[config.mk]
export PLATFORM = sky130hd
export DESIGN_NAME = bcd_display_scanner
export DESIGN_NICKNAME = d
export VERILOG_FILES = /design/src/rtl/bcd_display_scanner.sv
export SDC_FILE = /design/constraint.sdc
export NUM_CORES = 1
export LEC_CHECK = 0
export CAP_MARGIN = 20
export CORE_MARGIN = 1
export CORE_UTILIZATION = 59
export DETAILED_ROUTE_END_ITERATION = 10
export HOLD_SLACK_MARGIN = 0.02
export PLACE_DENSITY = 0.84
export SLEW_MARGIN = 20
export SYNTH_ARGS = -nofsm -noshare
export SYNTH_HDL_FRONTEND = slang
export SYNTH_SLANG_ARGS = --single-unit
export TNS_END_PERCENT = 50
[constraint.sdc]
create_clock -name clk -period 8 [get_ports clk]
set_clock_uncertainty 0.05 [all_clocks]
set_input_delay 2.4 -clock clk [delete_from_list [all_inputs] [get_ports clk]]
set_output_delay 2.4 -clock clk [all_outputs]
set_load 0.05 [all_outputs]
[src/rtl/bcd_display_scanner.sv]
// bcd_display_scanner: time-multiplexed 4-digit BCD to 7-segment scanner with frame-synchronous update
module bcd_display_scanner #(
    parameter int PRESCALE = 4
) (
    input  logic        clk,
    input  logic        rst,
    input  logic        load,
    input  logic [15:0] bcd_in,
    input  logic        blank_lz,
    output logic [6:0]  seg,
    output logic [3:0]  an,
    output logic        err
);
    localparam logic [15:0] LAST = 16'(PRESCALE - 1);
    logic [15:0] presc_q, presc_d, disp_q, disp_d, pend_q, pend_d;
    logic [1:0]  idx_q, idx_d;
    logic        pv_q, pv_d, err_q, err_d;
    logic        tick, wrap, bad, blank;
    logic [3:0]  dig, zero;
    logic [6:0]  glyph;
    // any captured nibble above 9 is not BCD
    always_comb begin
        bad = 1'b0;
        for (int k = 0; k < 4; k++) bad = bad | (bcd_in[4*k +: 4] > 4'd9);
    end
    // scan timing and frame-synchronous display update; a load on the wrap edge bypasses pending
    always_comb begin
        tick    = presc_q == LAST;
        wrap    = tick && idx_q == 2'd3;
        presc_d = tick ? 16'd0 : presc_q + 16'd1;
        idx_d   = tick ? idx_q + 2'd1 : idx_q;
        disp_d  = (wrap && load) ? bcd_in : (wrap && pv_q) ? pend_q : disp_q;
        pend_d  = load ? bcd_in : pend_q;
        pv_d    = load ? !wrap : (wrap ? 1'b0 : pv_q);
        err_d   = err_q | (load & bad);
    end
    // state registers
    always_ff @(posedge clk or negedge rst) begin
        if (!rst) begin
            presc_q <= '0;
            idx_q   <= '0;
            disp_q  <= '0;
            pend_q  <= '0;
            pv_q    <= 1'b0;
            err_q   <= 1'b0;
        end else begin
            presc_q <= presc_d;
            idx_q   <= idx_d;
            disp_q  <= disp_d;
            pend_q  <= pend_d;
            pv_q    <= pv_d;
            err_q   <= err_d;
        end
    end
    // blank a digit when it and all higher digits are zero; dash nibbles are non-zero
    always_comb begin
        dig = disp_q[{idx_q, 2'b00} +: 4];
        for (int k = 0; k < 4; k++) zero[k] = disp_q[4*k +: 4] == 4'd0;
        blank = blank_lz && ((idx_q == 2'd3 && zero[3]) ||
                             (idx_q == 2'd2 && &zero[3:2]) ||
                             (idx_q == 2'd1 && &zero[3:1]));
    end
    // segment glyphs, bit0 = a; non-BCD shows a dash
    always_comb begin
        case (dig)
            4'd0:    glyph = 7'h3F;
            4'd1:    glyph = 7'h06;
            4'd2:    glyph = 7'h5B;
            4'd3:    glyph = 7'h4F;
            4'd4:    glyph = 7'h66;
            4'd5:    glyph = 7'h6D;
            4'd6:    glyph = 7'h7D;
            4'd7:    glyph = 7'h07;
            4'd8:    glyph = 7'h7F;
            4'd9:    glyph = 7'h6F;
            default: glyph = 7'h40;
        endcase
    end
    assign seg = blank ? 7'h00 : glyph;
    assign an  = 4'b0001 << idx_q;
    assign err = err_q;
endmodule

* Word level (Yosys, flattened, before mapping) *
Memories as Yosys holds them, arrays and structs flattened.
Cells that the tools add are included.

word-level totals
  flip-flop bits (word level) = 52
  ROM bits = 112
  input port bits = 20
  output and inout bits = 12
  logic and storage cells = 47
  memories = 1

cells by class
  add/subtract/negate cells = 2
  $lt $le $gt $ge = 4
  equal/unequal tests = 4
  shifts and indexed selects = 2
  muxes and demuxes = 6
  bitwise operators = 5
  reductions and logical operators = 17

memories
  memory           words  width  rd ports  clocked after memory_dff  write ports  line  source
  (no name shown)  16     7      1         0                         0            65    case (dig)

operators with widths
  operator                                                                number
  16-bit 2-to-1 mux                                                       3
  16-bit by 1-bit adder with 16-bit output, second input constant         1
  16-bit by 2-bit equality test with 1-bit output, second input constant  1
  4-bit greater-than comparator, second input constant                    4
  16-bit by 5-bit indexed part select with 4-bit output                   1
  4-bit zero test                                                         3
  1-bit logical AND                                                       7
  7-bit 2-to-1 mux                                                        1
  2-bit equality test, second input constant                              2
  1-bit bitwise OR                                                        4
  2-bit nonzero test                                                      2
  1-bit by 2-bit left shift with 4-bit output, first input constant       1
  3-bit AND reduction                                                     1
  2-bit by 1-bit adder with 2-bit output, second input constant           1
  2-bit by 1-bit equality test with 1-bit output, second input constant   1
  1-bit logical OR                                                        2
  1-bit 2-to-1 mux                                                        2
  2-bit AND reduction                                                     1
  1-bit bitwise AND                                                       1
  1-bit zero test                                                         1

* Logic depth before layout (Yosys ltp) *
Gate-level depths: netlist (run 1).

  word-level depth = 7
  gate-level depth with buffers = 7
  depth with buffers taken out = 6

* Least setup slack after synthesis (run 1) *
OpenSTA, ideal clock, no wires.

  path kind = input-to-output
  from = input blank_lz
  to = output seg[0]
  arrival time = 3367 ps
  data required time = 5550 ps
  path slack = 2183 ps
  stages on the path = 3
  path buffers = 0
  path through = o211ai_1 > nor2_1 > a21oi_1

between the ends
  cells in the longest elaborated chain, start to end = 2

ends and longest elaborated chain
  what               line  source
  start, declared    9     input logic blank_lz,
  1-bit logical AND  59    blank = blank_lz && ((idx_q == 2'd3 && zero[3]) ||
  7-bit 2-to-1 mux   79    assign seg = blank ? 7'h00 : glyph;
  end, declared      10    output logic [6:0] seg,

Every way passes these cells.

* Worst setup path after layout (run 1) *
Same ends and word-level chain as after synthesis.

==> results.py, run 1 <==
metrics = {
    "outcome": {
        "status": "completed",
    },
    "clock_tree": {
        "cts_setup_buffers": 0,
        "clockBufferDepth": 2,
        "clk_pin_slew_ns": 0.08,
        "hold_buffers": 0,
        "htree_levels": 2,
        "clock_latency_ns": 0.30,
        "cts.sinks": 52,
        "cts_resized": 0,
        "cts_tree": "done",
        "cts_buffers": 5,
        "root_buffer": "clkbuf_8",
    },
    "route": {
        "top_layer": "met4",
        "vias_per_cell": 5.71,
        "wl_met1_microns": 2160,
        "wirelength_microns": 4580,
        "drt_iter0_markers": 125,
        "drt_pass1_iterations": 5,
        "ant_nets": 0,
        "dr_total_vias": 1616,
        "drc_errors": 0,
        "met3RoutedLength_microns": 213,
        "wl_per_cell_microns": 16.2,
        "met2_length_microns": 2150,
    },
    "worst_setup_path": {
        "reg2reg_depth": 5,
        "r2r_setup_slack_ns": 5.29,
        "cp.arrival_ns": 4.08,
        "crit_required_ns": 5.55,
        "start_kind": "input port",
        "crit_type": "input port to primary output",
        "critPathLaunch": "blank_lz",
        "rr_startpoint": "presc_q[0]$_DFF_PN0_",
        "r2r_end": "disp_q[9]$_DFFE_PN0P_",
        "endpoint": "seg[0]",
        "critPathMaxFanout": 7,
        "worst_setup_path_end_kind": "primary output",
    },
    "yosys": {
        "syn_nets": 229,
        "synth_area_leaders": "dfrtp_1, mux2_2, mux2_4",
        "netlist_area_sq_mm": 0.00256,
        "synth_async_sr_flop_share_pct": 100,
        "synth_edf_count": 0,
        "syn_inst": 199,
        "synth_cell_types": 39,
        "yosysMostFrequentCell": "dfrtp_1",
        "synth_seq_area_share_pct": 50.9,
        "synthTopCellsByCount": "dfrtp_1, mux2_2, nor2_1",
        "synth_area_leader_cell": "dfrtp_1",
        "yosys_most_used_dff": "dfrtp_1",
        "ys_warn_count": 0,
        "ys_ff_latch": 52,
        "synth_top_cell_area_share_pct": 50.9,
        "syn_avg_cell_area_sq_um": 12.9,
    },
    "floorplanning": {
        "start_util_pct": 62.6,
        "num_rows": 23,
        "die_y_microns": 67.8,
        "die-area_sq_mm": 0.00460,
        "io_pins": 32,
        "die_x_microns": 67.8,
        "core_sq_mm": 0.00409,
    },
    "sta": {
        "min_period_ns": 6.53,
        "slew_viol_final": 0,
        "relSlewSlack_pct": 42.5,
        "hold_violations": 0,
        "worst_pin_slew_ns": 0.862,
        "setup_viol": 0,
        "rsz0062_at_grt": "false",
        "fmax_mhz": 153,
        "tns_ns": 0,
        "fin_crit_sh_pct": 81.7,
    },
    "power_and_ir_drop": {
        "combPwrFrac_pct": 17.3,
        "p_int_mw": 0.392,
        "power.total_mw": 0.529,
        "ir_drop_mv": 0.0945,
        "p_sw_mw": 0.136,
        "seq_power_share_pct": 54.6,
        "p_per_area_mw_per_mm2": 178,
        "switching_share_pct": 25.8,
        "p_clk_share_pct": 28.1,
        "leakagePower_nw": 1.30,
    },
    "global_route": {
        "grt_max_degree": 53,
        "antenna_found_initial": 0,
        "grt_pass1_vias": 1553,
        "grt_pass1_wl_microns": 7560,
        "grt_overflow": 0,
        "grt_use_total_pct": 23.1,
    },
    "place": {
        "routabilityCongestion": 0.784,
        "hpwl_microns": 3390,
        "port_buffers": 31,
    },
    "final_layout": {
        "area_delta_synth_final_pct": 16.4,
        "num_antenna_cells": 0,
        "nFillCells": 272,
        "drive_above_1_share_pct": 22.3,
        "seq_area_sq_mm": 0.00130,
        "multiInputGateArea_sq_mm": 0.00118,
        "final_net_count": 262,
    },
    "job": {
        "maxCapViolCount": 0,
    },
    "min_path": {
        "hp-class": "flop to flop",
    },
}
[cells by family after synthesis]
kind of cell             share of synthesized area, %
multiplexers                                     20.3
flip-flops                                       50.9
AO/OA/AOI/OAI                                    4.11
XOR/XNOR                                         4.79
buffers and inverters                            3.13
adder cells (fa/ha/maj)                          4.89
AND/OR/NAND/NOR                                  11.9
[layout by cell type, fill, tap and decap left out, drive strengths merged]
cell type      Yosys  final
mux2              34     34
o21a               1      1
nand2              3      3
nand3              7      7
clkdlybuf4s50      0     30
and2               3      3
buf                2      2
clkbuf             4      8
a21oi              7      7
ha                10     10
and3               3      3
nor2b              3      3
nor3b              1      1
a211oi             1      1
nand4              5      5
nor2              11     11
nor4               5      5
xnor2             10     10
inv                9      9
mux4               3      3
nand2b             1      1
o21ai              8      8
nor4b              1      1
a21o               1      1
or3                1      1
or3b               1      1
dfrtp             52     52
and4               1      1
nor3               3      3
o211ai             1      1
mux2i              3      3
xor2               4      4
[critical path, stage by stage]
cell and delay [ns]:
clkdlybuf4s50_1 0.46, o211ai_1 0.08, nor2_1 0.34, a21oi_1 0.09, clkdlybuf4s50_1 0.72
[worst min path at each step]
stage | from | cells past startpoint | endpoint
global placement | err$_DFF_PN0_ | 1 | err$_DFF_PN0_
detailed placement | err$_DFF_PN0_ | 1 | err$_DFF_PN0_
CTS | err$_DFF_PN0_ | 1 | err$_DFF_PN0_
finish | err$_DFF_PN0_ | 1 | err$_DFF_PN0_
floorplan | pend_q[0]$_DFFE_PN0P_ | 1 | pend_q[0]$_DFFE_PN0P_
global route | err$_DFF_PN0_ | 1 | err$_DFF_PN0_
[through the flow]
step / worst slack, ns / utilization, % / area [sq um] / cells / hold WS [ns]
after global placement: 1.52 / 70.6 / 2890 / 275 / 0.389
final: 1.47 / 72.8 / 2980 / 283 / 0.415
after detailed placement: 1.46 / 70.6 / 2890 / 275 / 0.394
after CTS: 1.46 / 72.8 / 2980 / 283 / 0.413
after global routing: 1.37 / 72.8 / 2980 / 283 / 0.434
after floorplan: 2.18 / - / 2560 / 199 / 0.419
[state kept, by name, summed over array words and instances (netlist names)]
signal and cells:
disp_q 16, err 1, idx_q 2, pend_q 16
pv_q 1, presc_q 16
[cell type report]
class,instances,area share (%)
flip-flops and latches,52,43.7
multi-input cells,132,39.5
repair buffers,32,10.5
clock buffers,8,3.03
well taps,50,2.10
inverters,9,1.13
[metal layers]
layer	vias to the layer above	global-route usage, %
met5	-	0
met4	0	8.59
met3	6	6.17
met2	42	34.3
met1	802	32.5
li1	766	-
[power by group through the flow]
stage | Clock [mW] | Combinational (mW) | Sequential (mW)
5_1_grt | 0.162 | 0.0994 | 0.291
3_5_place_dp | 0 | 0.0921 | 0.294
6_report | 0.148 | 0.0916 | 0.289
2_1_floorplan | 0 | 0.0595 | 0.289
3_3_place_gp | 0 | 0.0896 | 0.292
4_1_cts | 0.153 | 0.0924 | 0.289
(Power assumes the default switching activity.)
==> inputs of run 2 (changes only) <==
--- a/config.mk
+++ b/config.mk
@@ -7,10 +7,10 @@
 export LEC_CHECK = 0
 export CAP_MARGIN = 20
 export CORE_MARGIN = 1
-export CORE_UTILIZATION = 59
+export CORE_UTILIZATION = 50
 export DETAILED_ROUTE_END_ITERATION = 10
 export HOLD_SLACK_MARGIN = 0.02
-export PLACE_DENSITY = 0.84
+export PLACE_DENSITY = 0.76
 export SLEW_MARGIN = 20
 export SYNTH_ARGS = -nofsm -noshare
 export SYNTH_HDL_FRONTEND = slang
==> constraint.sdc (replaced) <==
create_clock -name clk -period 6 [get_ports clk]
set_clock_uncertainty 0.05 [all_clocks]
set_input_delay 1.8 -clock clk [delete_from_list [all_inputs] [get_ports clk]]
set_output_delay 1.8 -clock clk [all_outputs]
set_load 0.05 [all_outputs]
==> results.py, run 2 (synthesis results as in run 1) <==
metrics = {
    "worst_setup_path": {
        "crit_chain": "clkdlybuf4s50_1 > o211ai_1 > nor2_1 > nor2_1 > clkdlybuf4s50_1",
        "r2r_end": "disp_q[11]$_DFFE_PN0P_",
        "worst_setup_path_end_kind": "primary output",
        "rr_startpoint": "presc_q[0]$_DFF_PN0_",
        "reg2reg_depth": 5,
        "critPathMaxFanout": 7,
        "crit_required_ns": 4.15,
        "cp.arrival_ns": 3.53,
        "crit_type": "input port to primary output",
        "slowest_stage": "clkdlybuf4s50_1",
        "start_kind": "input port",
        "slowest_delay_ns": 0.72,
        "r2r_setup_slack_ns": 3.36,
    },
    "global_route": {
        "grt_overflow": 0,
        "grt_pass1_wl_microns": 7820,
        "antenna_found_initial": 0,
        "grt_use_met1_pct": 28.3,
        "grt_max_degree": 53,
        "grt.met3_usage_pct": 4.12,
        "busiest_layer": "met2",
        "grt_use_total_pct": 19.5,
        "grt_pass1_vias": 1595,
        "use_met2_pct": 29.5,
    },
    "final_layout": {
        "final_net_count": 263,
        "num_antenna_cells": 0,
        "final_common_cell": "dfrtp_1",
        "largestRegisters": "disp_q (16), pend_q (16), presc_q (16)",
        "multiInputGateArea_sq_mm": 0.00118,
        "drive_above_1_share_pct": 23.5,
        "seq_area_sq_mm": 0.00130,
        "layout_common_cells": "dfrtp_1, clkdlybuf4s50_1, mux2_2, nor2_1",
        "area_delta_synth_final_pct": 18.9,
        "nFillCells": 407,
    },
    "route": {
        "drt_iter0_markers": 58,
        "drc_errors": 0,
        "vias_per_cell": 5.32,
        "dr_total_vias": 1600,
        "drt_pass1_iterations": 4,
        "ant_nets": 0,
        "wirelength_microns": 4560,
        "wl_per_cell_microns": 15.2,
    },
    "sta": {
        "fmax_mhz": 186,
        "setup_viol": 0,
        "tns_ns": 0,
        "fin_crit_sh_pct": 89.6,
        "slew_viol_final": 0,
        "worst_pin_slew_ns": 0.863,
        "min_period_ns": 5.38,
        "hold_violations": 0,
        "relSlewSlack_pct": 42.5,
        "rsz0062_at_grt": "false",
    },
    "floorplanning": {
        "die_x_microns": 73.5,
        "start_util_pct": 53.1,
        "die-area_sq_mm": 0.00541,
        "core_sq_mm": 0.00482,
        "io_pins": 32,
        "num_rows": 25,
        "die_y_microns": 73.5,
    },
    "place": {
        "routabilityCongestion": 0.771,
        "port_buffers": 31,
        "hpwl_microns": 3260,
    },
    "job": {
        "maxCapViolCount": 0,
    },
    "outcome": {
        "status": "completed",
    },
    "min_path": {
        "hp-start": "err$_DFF_PN0_",
        "hp-class": "flop to flop",
        "hold_end": "err$_DFF_PN0_",
        "holdPathStages": 1,
    },
    "clock_tree": {
        "cts.sinks": 52,
        "root_buffer": "clkbuf_8",
        "cts_tree": "done",
        "cts_buffers": 5,
        "clock_latency_ns": 0.30,
        "htree_levels": 2,
        "clockBufferDepth": 2,
        "clk_pin_slew_ns": 0.08,
        "cts_resized": 0,
        "cts_setup_buffers": 0,
        "hold_buffers": 0,
    },
    "power_and_ir_drop": {
        "ir_drop_mv": 0.249,
        "power.total_mw": 0.762,
        "leakagePower_nw": 1.33,
        "p_per_area_mw_per_mm2": 251,
    },
}
run 2: changes by cell type in the layout (fill, tap and decap cells not counted), sizes merged:
cell / change
buf: +1
bufinv: +1
clkbuf: -1
run 2: area by class of cell:
| type | count | share of cell area, % |
|---|---|---|
| Sequential cell | 52 | 42.8 |
| Multi-Input combinational cell | 132 | 38.7 |
| Timing Repair Buffer | 33 | 10.5 |
| Clock buffer | 7 | 3.17 |
| Tap cell | 67 | 2.76 |
| Inverter | 9 | 1.11 |
| Clock inverter | 1 | 0.987 |
run 2: metrics by stage:
step / hold slack, ns / worst slack [ns] / instance area (sq um) / std cells / utilization (%)
final: 0.414 / 0.624 / 3040 / 301 / 63.1
after global routing: 0.438 / 0.442 / 3040 / 301 / 63.1
after CTS: 0.418 / 0.616 / 3040 / 301 / 63.1
after detailed placement: 0.397 / 0.613 / 2920 / 293 / 60.5
after global placement: 0.388 / 0.711 / 2920 / 293 / 60.5
after floorplan: 0.419 / 1.38 / 2560 / 199 / -
run 2: worst max-delay path: cells and delay by family:
kind                   cells  cell delay [ns]
AOI/OAI and AO/OA          1             0.09
buffers and inverters      2             1.19
and+or+nand+nor            2             0.45
run 2: power by group:
group / leakage (nW) / switching [mW] / internal, mW / total [mW]
clock: 0.0645 / 0.109 / 0.147 / 0.256
combinational: 0.622 / 0.0644 / 0.0576 / 0.122
sequential: 0.642 / 0.0120 / 0.372 / 0.384
total: 1.33 / 0.186 / 0.577 / 0.762
run 2: worst max-delay path by stage:
| stage | endpoint | cells past startpoint | slack (ns) | start |
|---|---|---|---|---|
| after CTS | seg[1] | 5 | 0.62 | blank_lz |
| after detailed placement | seg[1] | 5 | 0.61 | blank_lz |
| after global placement | seg[1] | 5 | 0.71 | blank_lz |
| after global routing | seg[1] | 5 | 0.44 | blank_lz |
| final | seg[1] | 5 | 0.62 | blank_lz |
| after floorplan | seg[0] | 3 | 1.38 | blank_lz |
run 2: routing by layer:
layer	vias to the layer above	routed length, microns
met5	-	0
met4	0	51
met3	4	141
met2	34	2100
met1	790	2270
li1	772	-
